[config.mk]
export PLATFORM = sky130hd
export DESIGN_NAME = mc_ctrl_fsm_flat
export DESIGN_NICKNAME = d
export VERILOG_FILES = /design/src/rtl/mc_ctrl_if.sv /design/src/rtl/mc_ctrl_fsm.sv /design/src/flat_wrapper.sv
export SDC_FILE = /design/constraint.sdc
export NUM_CORES = 1
export LEC_CHECK = 0
export ABC_AREA = 1
export BUFFER_PORTS_ARGS = -buffer_cell sky130_fd_sc_hd__buf_4
export CAP_MARGIN = 0
export CORE_MARGIN = 4
export CORE_UTILIZATION = 58
export DETAILED_ROUTE_END_ITERATION = 6
export PLACE_DENSITY = 0.85
export RECOVER_POWER = 25
export SKIP_CTS_REPAIR_TIMING = 1
export SYNTH_ARGS = -nofsm -noshare
export SYNTH_HDL_FRONTEND = slang
export SYNTH_SLANG_ARGS = --single-unit
[constraint.sdc]
create_clock -name clk -period 3.6 [get_ports clk]
set_clock_uncertainty 0.2 [all_clocks]
set_input_delay 0.36 -clock clk [delete_from_list [all_inputs] [get_ports clk]]
set_output_delay 0.36 -clock clk [all_outputs]
set_load 0.01 [all_outputs]
[src/rtl/mc_ctrl_if.sv]
// ---------------------------------------------------------------------------
// mc_ctrl_if
// Control bundle between the multi-cycle MIPS main controller and its
// datapath.
//
//   opcode, funct   IR fields presented to the controller (IR[31:26], IR[5:0])
//   zero            ALU zero flag, consumed while resolving beq
//   PCWrite..ExtOp  datapath control: enables, mux selects, ALU op, extender
//   state           controller state, for debug
//   instr_done      one-cycle pulse in the final state of every instruction
//
// Modports:
//   master  the controller (reads IR fields/flags, drives controls)
//   slave   the datapath   (drives IR fields/flags, reads controls)
// ---------------------------------------------------------------------------
interface mc_ctrl_if;
    logic [5:0] opcode;
    logic [5:0] funct;
    logic       zero;

    logic       PCWrite;
    logic [1:0] PCSrc;
    logic       IRWrite;
    logic       MemWrite;
    logic       RegWrite;
    logic [1:0] RegDst;
    logic [1:0] MemtoReg;
    logic       ALU_SrcA;
    logic [1:0] ALU_SrcB;
    logic [2:0] ALUOp;
    logic       ExtOp;
    logic [3:0] state;
    logic       instr_done;

    modport master (
        input  opcode, funct, zero,
        output PCWrite, PCSrc, IRWrite, MemWrite, RegWrite, RegDst, MemtoReg,
               ALU_SrcA, ALU_SrcB, ALUOp, ExtOp, state, instr_done
    );

    modport slave (
        output opcode, funct, zero,
        input  PCWrite, PCSrc, IRWrite, MemWrite, RegWrite, RegDst, MemtoReg,
               ALU_SrcA, ALU_SrcB, ALUOp, ExtOp, state, instr_done
    );
endinterface

[src/rtl/mc_ctrl_fsm.sv]
// ---------------------------------------------------------------------------
// mc_ctrl_fsm
// Main controller for the multi-cycle MIPS datapath. A single shared ALU is
// sequenced through fetch / decode / execute / memory / writeback; every
// cycle this FSM drives the ALU operand selects, ALU op, extender mode,
// PC source and all register/memory write enables.
//
// Ports:
//   clk        system clock, rising edge
//   reset      asynchronous, active-high; forces state to FETCH and holds
//              every write enable low while asserted
//   bus        mc_ctrl_if.master: IR fields, zero flag, control outputs
//   cycle_cnt  (MC_PERF_CNT_EN only) non-reset cycle count, wraps
//   instr_cnt  (MC_PERF_CNT_EN only) retired instruction count, wraps
//
// Optional feature macro: MC_PERF_CNT_EN (performance counters).
//
// State table:
//   state  | meaning
//   FETCH  0  | IR <= mem[PC], PC <= PC+4
//   DECODE 1  | read regs, ALUOut <= branch target, pick path
//   MEMADR 2  | ALUOut <= A + sext(imm)
//   MEMRD  3  | MDR <= mem[ALUOut]
//   MEMWB  4  | rt <= MDR
//   MEMWR  5  | mem[ALUOut] <= B
//   RTEXE  6  | ALUOut <= A +/- B
//   ALUWB  7  | rd <= ALUOut
//   BRANCH 8  | compare A,B; PC <= ALUOut if zero
//   IEXE   9  | ALUOut <= A | zext(imm)  or  imm << 16
//   IWB    10 | rt <= ALUOut
//   JUMP   11 | PC <= {PC[31:28], IR[25:0], 00}
//   JAL    12 | as JUMP, and r31 <= PC (already PC+4)
//   JR     13 | PC <= A
// ---------------------------------------------------------------------------
module mc_ctrl_fsm #(
    parameter logic [3:0] RESET_STATE = 4'd0
) (
    input  logic        clk,
    input  logic        reset,
`ifdef MC_PERF_CNT_EN
    output logic [31:0] cycle_cnt,
    output logic [31:0] instr_cnt,
`endif
    mc_ctrl_if.master   bus
);

    typedef enum logic [3:0] {
        S_FETCH  = 4'd0,
        S_DECODE = 4'd1,
        S_MEMADR = 4'd2,
        S_MEMRD  = 4'd3,
        S_MEMWB  = 4'd4,
        S_MEMWR  = 4'd5,
        S_RTEXE  = 4'd6,
        S_ALUWB  = 4'd7,
        S_BRANCH = 4'd8,
        S_IEXE   = 4'd9,
        S_IWB    = 4'd10,
        S_JUMP   = 4'd11,
        S_JAL    = 4'd12,
        S_JR     = 4'd13
    } state_t;

    localparam logic [5:0] OP_RTYPE = 6'b000000;
    localparam logic [5:0] OP_J     = 6'b000010;
    localparam logic [5:0] OP_JAL   = 6'b000011;
    localparam logic [5:0] OP_BEQ   = 6'b000100;
    localparam logic [5:0] OP_ORI   = 6'b001101;
    localparam logic [5:0] OP_LUI   = 6'b001111;
    localparam logic [5:0] OP_LW    = 6'b100011;
    localparam logic [5:0] OP_SW    = 6'b101011;

    localparam logic [5:0] FN_JR    = 6'b001000;
    localparam logic [5:0] FN_ADDU  = 6'b100001;
    localparam logic [5:0] FN_SUBU  = 6'b100011;

    localparam logic [2:0] ALU_ADD  = 3'b000;
    localparam logic [2:0] ALU_SUB  = 3'b001;
    localparam logic [2:0] ALU_OR   = 3'b010;
    localparam logic [2:0] ALU_LUI  = 3'b011;

    typedef struct packed {
        logic       pc_write;
        logic [1:0] pc_src;
        logic       ir_write;
        logic       mem_write;
        logic       reg_write;
        logic [1:0] reg_dst;
        logic [1:0] mem_to_reg;
        logic       src_a;
        logic [1:0] src_b;
        logic [2:0] alu_op;
        logic       ext_op;
        logic       done;
    } ctrl_t;

    // Moore decode of the control word for a given state. op/fn select the
    // ALU op in the two execute states that depend on the instruction.
    function automatic ctrl_t ctrl_for(state_t s, logic [5:0] op, logic [5:0] fn);
        ctrl_t c;
        c = '0;
        case (s)
            S_FETCH: begin
                c.ir_write = 1'b1;
                c.src_b    = 2'b01;
                c.pc_write = 1'b1;
            end
            S_DECODE: begin
                c.src_b  = 2'b11;
                c.ext_op = 1'b1;
            end
            S_MEMADR: begin
                c.src_a  = 1'b1;
                c.src_b  = 2'b10;
                c.ext_op = 1'b1;
            end
            S_MEMWB: begin
                c.reg_write  = 1'b1;
                c.mem_to_reg = 2'b01;
                c.done       = 1'b1;
            end
            S_MEMWR: begin
                c.mem_write = 1'b1;
                c.done      = 1'b1;
            end
            S_RTEXE: begin
                c.src_a  = 1'b1;
                c.alu_op = (fn == FN_SUBU) ? ALU_SUB : ALU_ADD;
            end
            S_ALUWB: begin
                c.reg_write = 1'b1;
                c.reg_dst   = 2'b01;
                c.done      = 1'b1;
            end
            S_BRANCH: begin
                // PCWrite here is qualified by zero outside the register.
                c.src_a  = 1'b1;
                c.alu_op = ALU_SUB;
                c.pc_src = 2'b01;
                c.done   = 1'b1;
            end
            S_IEXE: begin
                c.src_a  = 1'b1;
                c.src_b  = 2'b10;
                c.alu_op = (op == OP_LUI) ? ALU_LUI : ALU_OR;
            end
            S_IWB: begin
                c.reg_write = 1'b1;
                c.done      = 1'b1;
            end
            S_JUMP: begin
                c.pc_src   = 2'b10;
                c.pc_write = 1'b1;
                c.done     = 1'b1;
            end
            S_JAL: begin
                c.pc_src     = 2'b10;
                c.pc_write   = 1'b1;
                c.reg_write  = 1'b1;
                c.reg_dst    = 2'b10;
                c.mem_to_reg = 2'b10;
                c.done       = 1'b1;
            end
            S_JR: begin
                c.pc_src   = 2'b11;
                c.pc_write = 1'b1;
                c.done     = 1'b1;
            end
            default: ;
        endcase
        return c;
    endfunction

    state_t     state_q;
    state_t     state_nxt;
    ctrl_t      ctrl_q;
    logic [5:0] op_q;
    logic [5:0] fn_q;
    logic [5:0] op_sel;
    logic [5:0] fn_sel;
    logic       instr_done_w;

    // In DECODE the IR fields are live on the bus; everywhere else the
    // latched copies are used so IR changes cannot redirect the instruction.
    always_comb begin
        op_sel    = (state_q == S_DECODE) ? bus.opcode : op_q;
        fn_sel    = (state_q == S_DECODE) ? bus.funct  : fn_q;
        state_nxt = S_FETCH;
        case (state_q)
            S_FETCH:  state_nxt = S_DECODE;
            S_DECODE: begin
                case (bus.opcode)
                    OP_LW, OP_SW:   state_nxt = S_MEMADR;
                    OP_BEQ:         state_nxt = S_BRANCH;
                    OP_ORI, OP_LUI: state_nxt = S_IEXE;
                    OP_J:           state_nxt = S_JUMP;
                    OP_JAL:         state_nxt = S_JAL;
                    OP_RTYPE: begin
                        case (bus.funct)
                            FN_ADDU, FN_SUBU: state_nxt = S_RTEXE;
                            FN_JR:            state_nxt = S_JR;
                            default:          state_nxt = S_FETCH;
                        endcase
                    end
                    default:        state_nxt = S_FETCH;
                endcase
            end
            S_MEMADR: state_nxt = (op_q == OP_LW) ? S_MEMRD : S_MEMWR;
            S_MEMRD:  state_nxt = S_MEMWB;
            S_RTEXE:  state_nxt = S_ALUWB;
            S_IEXE:   state_nxt = S_IWB;
            default:  state_nxt = S_FETCH;
        endcase
    end

    // Control word is registered alongside the state: it is loaded with the
    // decode of the state being entered, so outputs are glitch-free.
    always_ff @(posedge clk or posedge reset) begin
        if (reset) begin
            state_q <= state_t'(RESET_STATE);
            ctrl_q  <= ctrl_for(state_t'(RESET_STATE), 6'd0, 6'd0);
            op_q    <= 6'd0;
            fn_q    <= 6'd0;
        end else begin
            state_q <= state_nxt;
            ctrl_q  <= ctrl_for(state_nxt, op_sel, fn_sel);
            if (state_q == S_DECODE) begin
                op_q <= bus.opcode;
                fn_q <= bus.funct;
            end
        end
    end

    // An unrecognised encoding retires in DECODE itself.
    assign instr_done_w = ctrl_q.done | ((state_q == S_DECODE) && (state_nxt == S_FETCH));

    // Write enables are gated by reset so nothing pulses once reset rises.
    assign bus.PCWrite    = ~reset & (ctrl_q.pc_write | ((state_q == S_BRANCH) & bus.zero));
    assign bus.IRWrite    = ~reset & ctrl_q.ir_write;
    assign bus.MemWrite   = ~reset & ctrl_q.mem_write;
    assign bus.RegWrite   = ~reset & ctrl_q.reg_write;
    assign bus.PCSrc      = ctrl_q.pc_src;
    assign bus.RegDst     = ctrl_q.reg_dst;
    assign bus.MemtoReg   = ctrl_q.mem_to_reg;
    assign bus.ALU_SrcA   = ctrl_q.src_a;
    assign bus.ALU_SrcB   = ctrl_q.src_b;
    assign bus.ALUOp      = ctrl_q.alu_op;
    assign bus.ExtOp      = ctrl_q.ext_op;
    assign bus.state      = state_q;
    assign bus.instr_done = instr_done_w;

`ifdef MC_PERF_CNT_EN
    always_ff @(posedge clk or posedge reset) begin
        if (reset) begin
            cycle_cnt <= 32'd0;
            instr_cnt <= 32'd0;
        end else begin
            cycle_cnt <= cycle_cnt + 32'd1;
            if (instr_done_w) begin
                instr_cnt <= instr_cnt + 32'd1;
            end
        end
    end
`else
    // Counters are not built in this configuration.
`endif

endmodule

[src/flat_wrapper.sv]
// flat-port wrapper written by rule: the top's interface ports become plain ports
module mc_ctrl_fsm_flat 
#(
    parameter logic [3:0] RESET_STATE = 4'd0
)
  (clk, reset, bus_opcode, bus_funct, bus_zero, bus_PCWrite, bus_PCSrc, bus_IRWrite, bus_MemWrite, bus_RegWrite, bus_RegDst, bus_MemtoReg, bus_ALU_SrcA, bus_ALU_SrcB, bus_ALUOp, bus_ExtOp, bus_state, bus_instr_done);
  mc_ctrl_if bus_i ();
  input  logic clk;
  input  logic reset;
  input wire logic [$bits(bus_i.opcode)-1:0] bus_opcode;
  input wire logic [$bits(bus_i.funct)-1:0] bus_funct;
  input wire logic [$bits(bus_i.zero)-1:0] bus_zero;
  output wire logic [$bits(bus_i.PCWrite)-1:0] bus_PCWrite;
  output wire logic [$bits(bus_i.PCSrc)-1:0] bus_PCSrc;
  output wire logic [$bits(bus_i.IRWrite)-1:0] bus_IRWrite;
  output wire logic [$bits(bus_i.MemWrite)-1:0] bus_MemWrite;
  output wire logic [$bits(bus_i.RegWrite)-1:0] bus_RegWrite;
  output wire logic [$bits(bus_i.RegDst)-1:0] bus_RegDst;
  output wire logic [$bits(bus_i.MemtoReg)-1:0] bus_MemtoReg;
  output wire logic [$bits(bus_i.ALU_SrcA)-1:0] bus_ALU_SrcA;
  output wire logic [$bits(bus_i.ALU_SrcB)-1:0] bus_ALU_SrcB;
  output wire logic [$bits(bus_i.ALUOp)-1:0] bus_ALUOp;
  output wire logic [$bits(bus_i.ExtOp)-1:0] bus_ExtOp;
  output wire logic [$bits(bus_i.state)-1:0] bus_state;
  output wire logic [$bits(bus_i.instr_done)-1:0] bus_instr_done;
  assign bus_i.opcode = bus_opcode;
  assign bus_i.funct = bus_funct;
  assign bus_i.zero = bus_zero;
  assign bus_PCWrite = bus_i.PCWrite;
  assign bus_PCSrc = bus_i.PCSrc;
  assign bus_IRWrite = bus_i.IRWrite;
  assign bus_MemWrite = bus_i.MemWrite;
  assign bus_RegWrite = bus_i.RegWrite;
  assign bus_RegDst = bus_i.RegDst;
  assign bus_MemtoReg = bus_i.MemtoReg;
  assign bus_ALU_SrcA = bus_i.ALU_SrcA;
  assign bus_ALU_SrcB = bus_i.ALU_SrcB;
  assign bus_ALUOp = bus_i.ALUOp;
  assign bus_ExtOp = bus_i.ExtOp;
  assign bus_state = bus_i.state;
  assign bus_instr_done = bus_i.instr_done;
  mc_ctrl_fsm #(.RESET_STATE(RESET_STATE)) u_core (.clk(clk), .reset(reset), .bus(bus_i));
endmodule
Word-level counts from Yosys, hierarchy flattened
Cells that the tools add are included.
Widths: inputs -> output; s select.

word-level totals
  word-level logic and storage cells = 88
  RAM bits = 0
  bits in registers = 34
  bits in read-only memories = 0
  latch bits = 0
  output and inout port bits = 22
  memories kept = 0

operators by class
  reduce and logical (&&, ||, !) cells = 14
  $add $sub $neg = 0
  div/mod/pow operators = 0
  shift-type cells = 0
  eq/ne operators = 31
  bitwise operators = 8
  muxes and demuxes = 20
  multipliers = 0
  magnitude comparators = 0

operators by type and width
  kind                count
  $pmux 4 s6          2
  $eq 6x6->1 const B  6
  $eq 4x4->1 const B  8
  $eq 6x4->1 const B  4
  $eq 4x3->1 const B  5
  $eq 4x2->1 const B  3
  $eq 6x2->1 const B  2
  $mux 6              2
  $pmux 2 s3          2
  $reduce_or 2->1     6
  $reduce_or 4->1     3
  $mux 1              9
  $pmux 3 s3          1
  $eq 4x1->1 const B  2
  $logic_not 4->1     2
  $pmux 2 s2          2
  $pmux 4 s2          1
  $reduce_or 8->1     1
  $eq 6x3->1 const B  1
  $logic_not 6->1     1
  $and 1x1->1         5
  $mux 3              1
  $or 1x1->1          2
  $logic_and 1x1->1   1
  $not 1->1           1

Longest topological paths before layout
Gate-level depths: netlist of the first run.

  word-level depth = 8
  gate-level depth with buffers = 14

Worst setup path before layout of the first run
No wires, ideal clock.

  path type = register -> output
  from = reg u_core.state_q[2] (netlist: u_core.bus.state[2])
  to = out bus_instr_done
  arrival = 1.485 ns
  buffers on the path = 0
  data required time = 3.040 ns
  slack = 1.555 ns
  cell stages (with the launch flop) = 13
  cells stage by stage = dfrtp_1 inv_1 nand2_1 inv_1 nand2_2 inv_2 nor2_4 nand2_1 inv_2 nand2_4 nor2_4 nand2_1 o21bai_1

between the ends
  cells in the longest elaborated chain, start to end = 5
  elaborated cells between the ends (all ways) = 10
  classes of those cells = eq/ne: 5; mux: 1; bitwise: 1; reduce/logical: 3

ends and longest elaborated chain
  item                                      line                source
  start, declared                           mc_ctrl_fsm.sv:174  state_t state_q;
  start signal, assigned                    mc_ctrl_fsm.sv:220  state_q <= state_t'(RESET_STATE);
  start signal, assigned                    mc_ctrl_fsm.sv:225  state_q <= state_nxt;
  $eq 4x4->1, or another cell as far along  mc_ctrl_fsm.sv:189  case (state_q)
  $pmux 4 s6 (*)                            mc_ctrl_fsm.sv:189
  net u_core.state_nxt[1]                   mc_ctrl_fsm.sv:175  state_t state_nxt;
  $logic_not 4->1 (*)                       mc_ctrl_fsm.sv:235  assign instr_done_w = ctrl_q.done | ((state_q == S_DECODE) && (state_nxt == S_FETCH));
  $logic_and 1x1->1 (*)                     mc_ctrl_fsm.sv:235
  $or 1x1->1 (*)                            mc_ctrl_fsm.sv:235
  end, declared                             flat_wrapper.sv:25  output wire logic [$bits(bus_i.instr_done)-1:0] bus_instr_done;

Mark *: on every way through the listed nets, which the timed path passes. The rest lies on a longest branch.

Worst setup path in the final report of the first run
  from = reg u_core.state_q[0] (netlist: u_core.bus.state[0])
  to = out bus_instr_done

Same word-level chain as after synthesis.

==> metrics.yaml, run 1 <==
synthTopCellsByCount: "52 x nand2_1, 33 x inv_1, 29 x dfrtp_1, 28 x nor2_1, 12 x nand3_1"
grt-ovfl-total: 0
synthesis.area_mm2: 0.00173
clk_pin_slew_worst_paths_ns: 0.10
crit_fanout: 5
post_route_cells_drive_above_1_share: 0.280
nFillCells: 231
cts_tree: "done"
p_per_area_mw_per_mm2: 733
synth_area_leaders: "dfrtp_1 42%, nand2_1 11%, inv_1 7.2%"
p_total_mw: 1.47
run_status: "finished, final reports clean"
setup_tns_ns: 0
dp_slack_ns: 1.19
drt_iter0_drc: 23
wl_per_cell_um: 11.0
postRouteWirelength_mm: 3.13
multiInputGateArea_um2: 662
hold_viol: 0
power_leakage_nw: 1.14
fin_cells: 285
critPathTopFamily: "simple AND/OR/NAND/NOR gates"
critical_path.endpoint_type: "primary output"
die_h_um: 62.6
critical_path_depth: 10
hold_ws_ns: 0.0644
die_area_mm2: 0.00392
synth_edf_count: 0
reg2reg_slack_ns: 1.50
slowest_stage: "nor3_1"
cp_cell_sequence: "inv_2 -> nand2_2 -> nor3_1 -> nand3b_1 -> inv_1 -> nand2_1 -> nor2_1 -> nand2_1 -> o21bai_1 -> buf_4"
synth_cells: 223
area_growth_pct: 16.5
slew_violations: 0
hold_path.class: "input pin to flop"
r2r_start: "u_core.bus.state[0]"
ys_seq_area_frac: 0.466
antenna_found_initial: 0
synth_nets: 238
cp-start-kind: "flop"
htree_levels: 2
track_usage: 0.180
worstMarginPinSlew_ns: 1.09
vias_per_cell: 4.86
nets: 268
cp.arrival_ns: 2.25
synth_top_area_frac: 0.420
pin_count: 37
grt_pass1_vias: 1346
yosysTopAreaCell: "dfrtp_1"
crit_top_cell: "nand2_1"
startpoint: "u_core.bus.state[0]"
drcViolationCount: 0
grt_start_max_net_pins: 32
setup_viol: 0
crit_end: "bus_instr_done"
grtUsageMet2: 0.285
n_antenna_cell: 0
clk_latency_ns: 0.33
register_area_um2: 805
ys.flop_type: "dfrtp_1"
slew_headroom: 0.272
met1_usage: 0.230
core_mm2: 0.00281
drtPass1Iterations: 4
grt_pass1_wl_mm: 5.65
fin_ws_ns: 0.789
ys_seq_elements: 32
path_class: "flop to primary output"
grt_use_met3: 0.0558
globalplace.congestion: 0.860
die_x_um: 62.6
numCtsBuffers: 5
start_util: 0.616
synth_most_common_cell: "nand2_1"
yosys_warnings: 0
maxCapViolations: 0
period_needed_ns: 2.81
rows: 19
reg2reg_to: "u_core.bus.ALU_SrcB[1]"
top_usage_layer: "met2"
fmax_mhz: 356
detailed_place_hpwl_mm: 2.48
synthDistinctLibCells: 29
cts_max_path_buffers: 2
fin_crit_sh: 0.781
cts_num_sinks: 32
rsz0062_at_grt: "no"
synthArstFlopShare: 1.00
vias: 1385
slowest_delay_ns: 0.49
cts-root-buf: "clkbuf_4"
worst-path-buf-inv: 3
place_inst: 277
r2r_cells: 9
peakVddDrop_mv: 0.385
io_buffers: 35
crit_required_ns: 3.04
synth.avg_cell_area_um2: 7.75
ant_nets: 0
## area by class of cell
| cell class | count | area share |
|---|---|---|
| clock inverter | 1 | 0.0149 |
| timing repair buffer | 36 | 0.132 |
| multi-input combinational | 139 | 0.329 |
| tap | 31 | 0.0193 |
| inverter | 39 | 0.0727 |
| sequential | 32 | 0.400 |
| clock buffer | 7 | 0.0323 |
## stage by stage
| stage | instance area [um2] | util |
|---|---|---|
| finish | 2010 | 0.718 |
| detailed placement | 1940 | 0.691 |
| global placement | 1940 | 0.691 |
| CTS | 2030 | 0.725 |
| global route | 2010 | 0.718 |
| floorplan | 1730 | - |
## metal layers
layer  vias to the layer above  share of wire
met1                       607           0.46
met4                         0         0.0045
met3                         3          0.064
li1                        723              -
met5                         -              0
met2                        52           0.47
## where the power goes
group	leakage [nW]	internal [mW]	switching, mW	total (mW)
combinational	0.690	0.228	0.392	0.620
sequential	0.400	0.499	0.0561	0.555
clock	0.0515	0.184	0.116	0.300
total	1.14	0.912	0.563	1.47
## tightest hold or removal path, cell delays in order
cell	delay (ns)
buf_4	0.08
nand2_1	0.05
nand2_1	0.07
## state kept, by name (all words and copies together) (netlist names)
signal,cells
u_core.fn_q,6
u_core.op_q,6
u_core.ctrl_q,5
u_core.bus.state,4
u_core.bus.ALUOp,2
u_core.bus.ALU_SrcB,2
u_core.bus.MemtoReg,2
u_core.bus.PCSrc,2
u_core.bus.ALU_SrcA,1
u_core.bus.ExtOp,1
u_core.bus.RegDst,1
## cells in the final DEF, fill, tap and decap left out
cell       count
a21oi_1        3
nand2_2        6
o21bai_1       1
nand3_2        1
nand3_1       12
nor3_1         4
o21a_1         1
dfrtp_1       29
or2_2          4
inv_2          6
a21oi_2        1
conb_1         1
inv_1         33
clkbuf_8       2
nor2_4         3
nor2_1        30
nand3b_1       4
clkbuf_1       1
o211ai_1       1
nand2_1       52
or2_1          1
nand2_4        1
nor2_2         3
nand4_1        1
o21ai_1        2
clkbuf_4       5
dfstp_2        3
buf_4         35
bufinv_16      1
o21ai_0        7
## worst min-delay path by stage
stage	startpoint	to	cells past startpoint
6_report	bus_funct[2]	u_core.fn_q[2]	3
3_5_place_dp	u_core.fn_q[0]	u_core.fn_q[0]	2
2_1_floorplan	u_core.fn_q[5]	u_core.fn_q[5]	2
5_1_grt	bus_funct[2]	u_core.fn_q[2]	3
3_3_place_gp	u_core.fn_q[0]	u_core.fn_q[0]	2
4_1_cts	bus_funct[2]	u_core.fn_q[2]	3
## cell families after synthesis
logic type,Yosys count,share of synthesized area
flops,32,0.466
other cells,1,0.00217
simple gates,122,0.337
buf+inv,52,0.142
compound gates,16,0.0529
(Power assumes the default switching activity.)
==> run 2: changes to the inputs <==
--- a/config.mk
+++ b/config.mk
@@ -9,9 +9,9 @@
 export BUFFER_PORTS_ARGS = -buffer_cell sky130_fd_sc_hd__buf_4
 export CAP_MARGIN = 0
 export CORE_MARGIN = 4
-export CORE_UTILIZATION = 58
+export CORE_UTILIZATION = 48
 export DETAILED_ROUTE_END_ITERATION = 6
-export PLACE_DENSITY = 0.85
+export PLACE_DENSITY = 0.75
 export RECOVER_POWER = 25
 export SKIP_CTS_REPAIR_TIMING = 1
 export SYNTH_ARGS = -nofsm -noshare
==> constraint.sdc (replaced) <==
create_clock -name clk -period 2.49 [get_ports clk]
set_clock_uncertainty 0.2 [all_clocks]
set_input_delay 0.249 -clock clk [delete_from_list [all_inputs] [get_ports clk]]
set_output_delay 0.249 -clock clk [all_outputs]
set_load 0.01 [all_outputs]
==> run 2 against run 1 <==
- hold slack lost 0.051 ns
- sequential cell count unchanged
- non-clock buffer count grew 14
- worst setup slack worse by 0.66 ns
- global-route usage is 1.9 points lower
- sequential power rose by 46%
- cell count is 10% higher
- first-iteration DRC count rose by 110%
- wire length up 12%
- register-to-register slack got worse by 0.93 ns
==> metrics.yaml, run 2 (synthesis results as in run 1) <==
globalplace.congestion: 0.827  # -3.9%
cts_num_sinks: 32  # unchanged
hold_path_depth: 3  # unchanged
die_x_um: 68  # +8.7%
final_common_cell: "nand2_1"
core_mm2: 0.00342  # +22%
start_util: 0.506  # -0.110
reg2reg_slack_ns: 0.57  # -0.93 ns
track_usage: 0.161  # -0.0189
grt_pass1_wl_mm: 5.46  # -3.4%
post_route_cells_drive_above_1_share: 0.295  # +0.0152
setup_viol: 0  # unchanged
cts_tree: "done"
top_usage_layer: "met2"
nFillCells: 300  # +30%
power_frac_clock: 0.179  # -0.024
p_comb_frac: 0.455  # +0.035
detailed_place_hpwl_mm: 2.53  # +2.0%
cp_cell_sequence: "inv_2 -> nand2_2 -> inv_1 -> nand2_2 -> inv_2 -> nor2_4 -> nand2_1 -> inv_2 -> nand2_4 -> nor2_4 -> nand2_2 -> o21bai_1 -> buf_4"
n_antenna_cell: 0  # unchanged
path_class: "flop to primary output"
fin_ws_ns: 0.126  # -0.664 ns
grt_start_max_net_pins: 22  # -31%
power.share.sequential: 0.366  # -0.010
hold_viol: 0  # unchanged
drcViolationCount: 0  # unchanged
grt_use_met3: 0.0443  # -0.0114
crit_fanout: 4  # -1
pin_count: 37  # unchanged
run_status: "finished, final reports clean"
clk_latency_ns: 0.34  # about the same
vias: 1433  # +3.5%
reg_top3: "u_core.fn_q x6, u_core.op_q x6, u_core.ctrl_q x5"
place_inst: 294  # +6.1%
fin_cells: 314  # +10%
r2r_start: "u_core.bus.state[3]"
p_per_area_mw_per_mm2: 1020  # +40%
p_int_mw: 1.32  # +45%
period_needed_ns: 2.36
slowest_delay_ns: 0.43  # -0.06 ns
io_buffers: 35  # unchanged
slew_headroom: 0.478  # +0.206
layout_common_cells: "48 x nand2_1, 32 x inv_1, 30 x buf_4"
slowest_stage: "dfrtp_2"
grt_pass1_vias: 1281  # -4.8%
rows: 21  # +2
p_total_mw: 2.21  # +50%
switching_power_uw: 887  # +58%
postRouteWirelength_mm: 3.50  # +12%
switching_share: 0.402  # +0.0203
drtPass1Iterations: 4  # unchanged
htree_levels: 2  # unchanged
die_area_mm2: 0.00462  # +18%
grt-ovfl-total: 0  # unchanged
cp.arrival_ns: 1.92  # -0.33 ns
fin_crit_sh: 0.949
cts-root-buf: "clkbuf_4"
crit_required_ns: 2.04  # -1.00 ns
postLayoutCoreUtil: 0.631  # -0.0865
vias_per_cell: 4.56  # -6.1%
setup_tns_ns: 0  # unchanged
register_area_um2: 808  # +0.47%
met1_usage: 0.194  # -0.0352
power_leakage_nw: 1.15  # +0.82%
reg2reg_to: "u_core.bus.ALUOp[0]"
ant_nets: 0  # unchanged
hold_path.class: "input pin to flop"
maxCapViolations: 0  # unchanged
fin_area_mm2: 0.00216  # +7.1%
grtUsageMet2: 0.258  # -0.0274
wl_per_cell_um: 11.1  # +1.6%
placed_cell_area_mm2: 0.00197  # +1.7%
antenna_found_initial: 0  # unchanged
cp-start-kind: "flop"
crit_end: "bus_instr_done"
peakVddDrop_mv: 0.561  # +46%
slew_violations: 0  # unchanged
dp_slack_ns: 0.393  # -0.801 ns
clk_pin_slew_worst_paths_ns: 0.11  # about the same
worstMarginPinSlew_ns: 0.782  # -0.308 ns
fmax_mhz: 423
nets: 282  # +5.2%
area_growth_pct: 24.8
critical_path.endpoint_type: "primary output"
numCtsBuffers: 5  # unchanged
r2r_cells: 10  # +1
drt_iter0_drc: 48  # +110%
hold_ws_ns: 0.0136  # -0.0508 ns
startpoint: "u_core.bus.state[2]"
die_h_um: 68  # +8.7%
cts_max_path_buffers: 2  # unchanged
multiInputGateArea_um2: 713  # +7.8%
-- run 2: worst min-delay path by stage --
stage	start	to	slack [ns]
floorplan	reset	u_core.bus.ALUOp[0]	0.16
global placement	u_core.fn_q[2]	u_core.fn_q[2]	0.26
detailed placement	reset	u_core.ctrl_q[12]	0.26
CTS	reset	u_core.ctrl_q[12]	-0.12
global route	bus_opcode[4]	u_core.op_q[4]	0.02
finish	bus_opcode[4]	u_core.op_q[4]	0.01
-- run 2: per-layer routing --
layer | vias up | part of all wire
met5 | - | 0
met2 | 39 | 0.49
li1 | 750 | -
met4 | 0 | 0.021
met1 | 636 | 0.42
met3 | 8 | 0.065
-- run 2: power groups by stage --
stage / Sequential (mW) / Combinational [mW] / Clock [mW]
floorplan: 0.808 / 0.682 / 0
global placement: 0.802 / 0.921 / 0
detailed placement: 0.810 / 0.934 / 0
CTS: 0.803 / 0.941 / 0.399
global route: 0.828 / 1.13 / 0.424
finish: 0.808 / 1.00 / 0.394
-- run 2: layout make-up --
cell class | count | area share
multi-input cells | 139 | 0.331
clock buffers | 5 | 0.0174
well taps | 46 | 0.0267
clock inverters | 3 | 0.0197
inverters | 39 | 0.0679
repair buffers | 50 | 0.163
flip-flops and latches | 32 | 0.375
-- run 2: worst max-delay path: cells and delay by family, from the launching register on --
family                 cells  cell delay, ns
buffers and inverters      5            0.38
flip-flops                 1            0.43
AND/OR/NAND/NOR            7            0.60
AO/OA/AOI/OAI              1            0.16
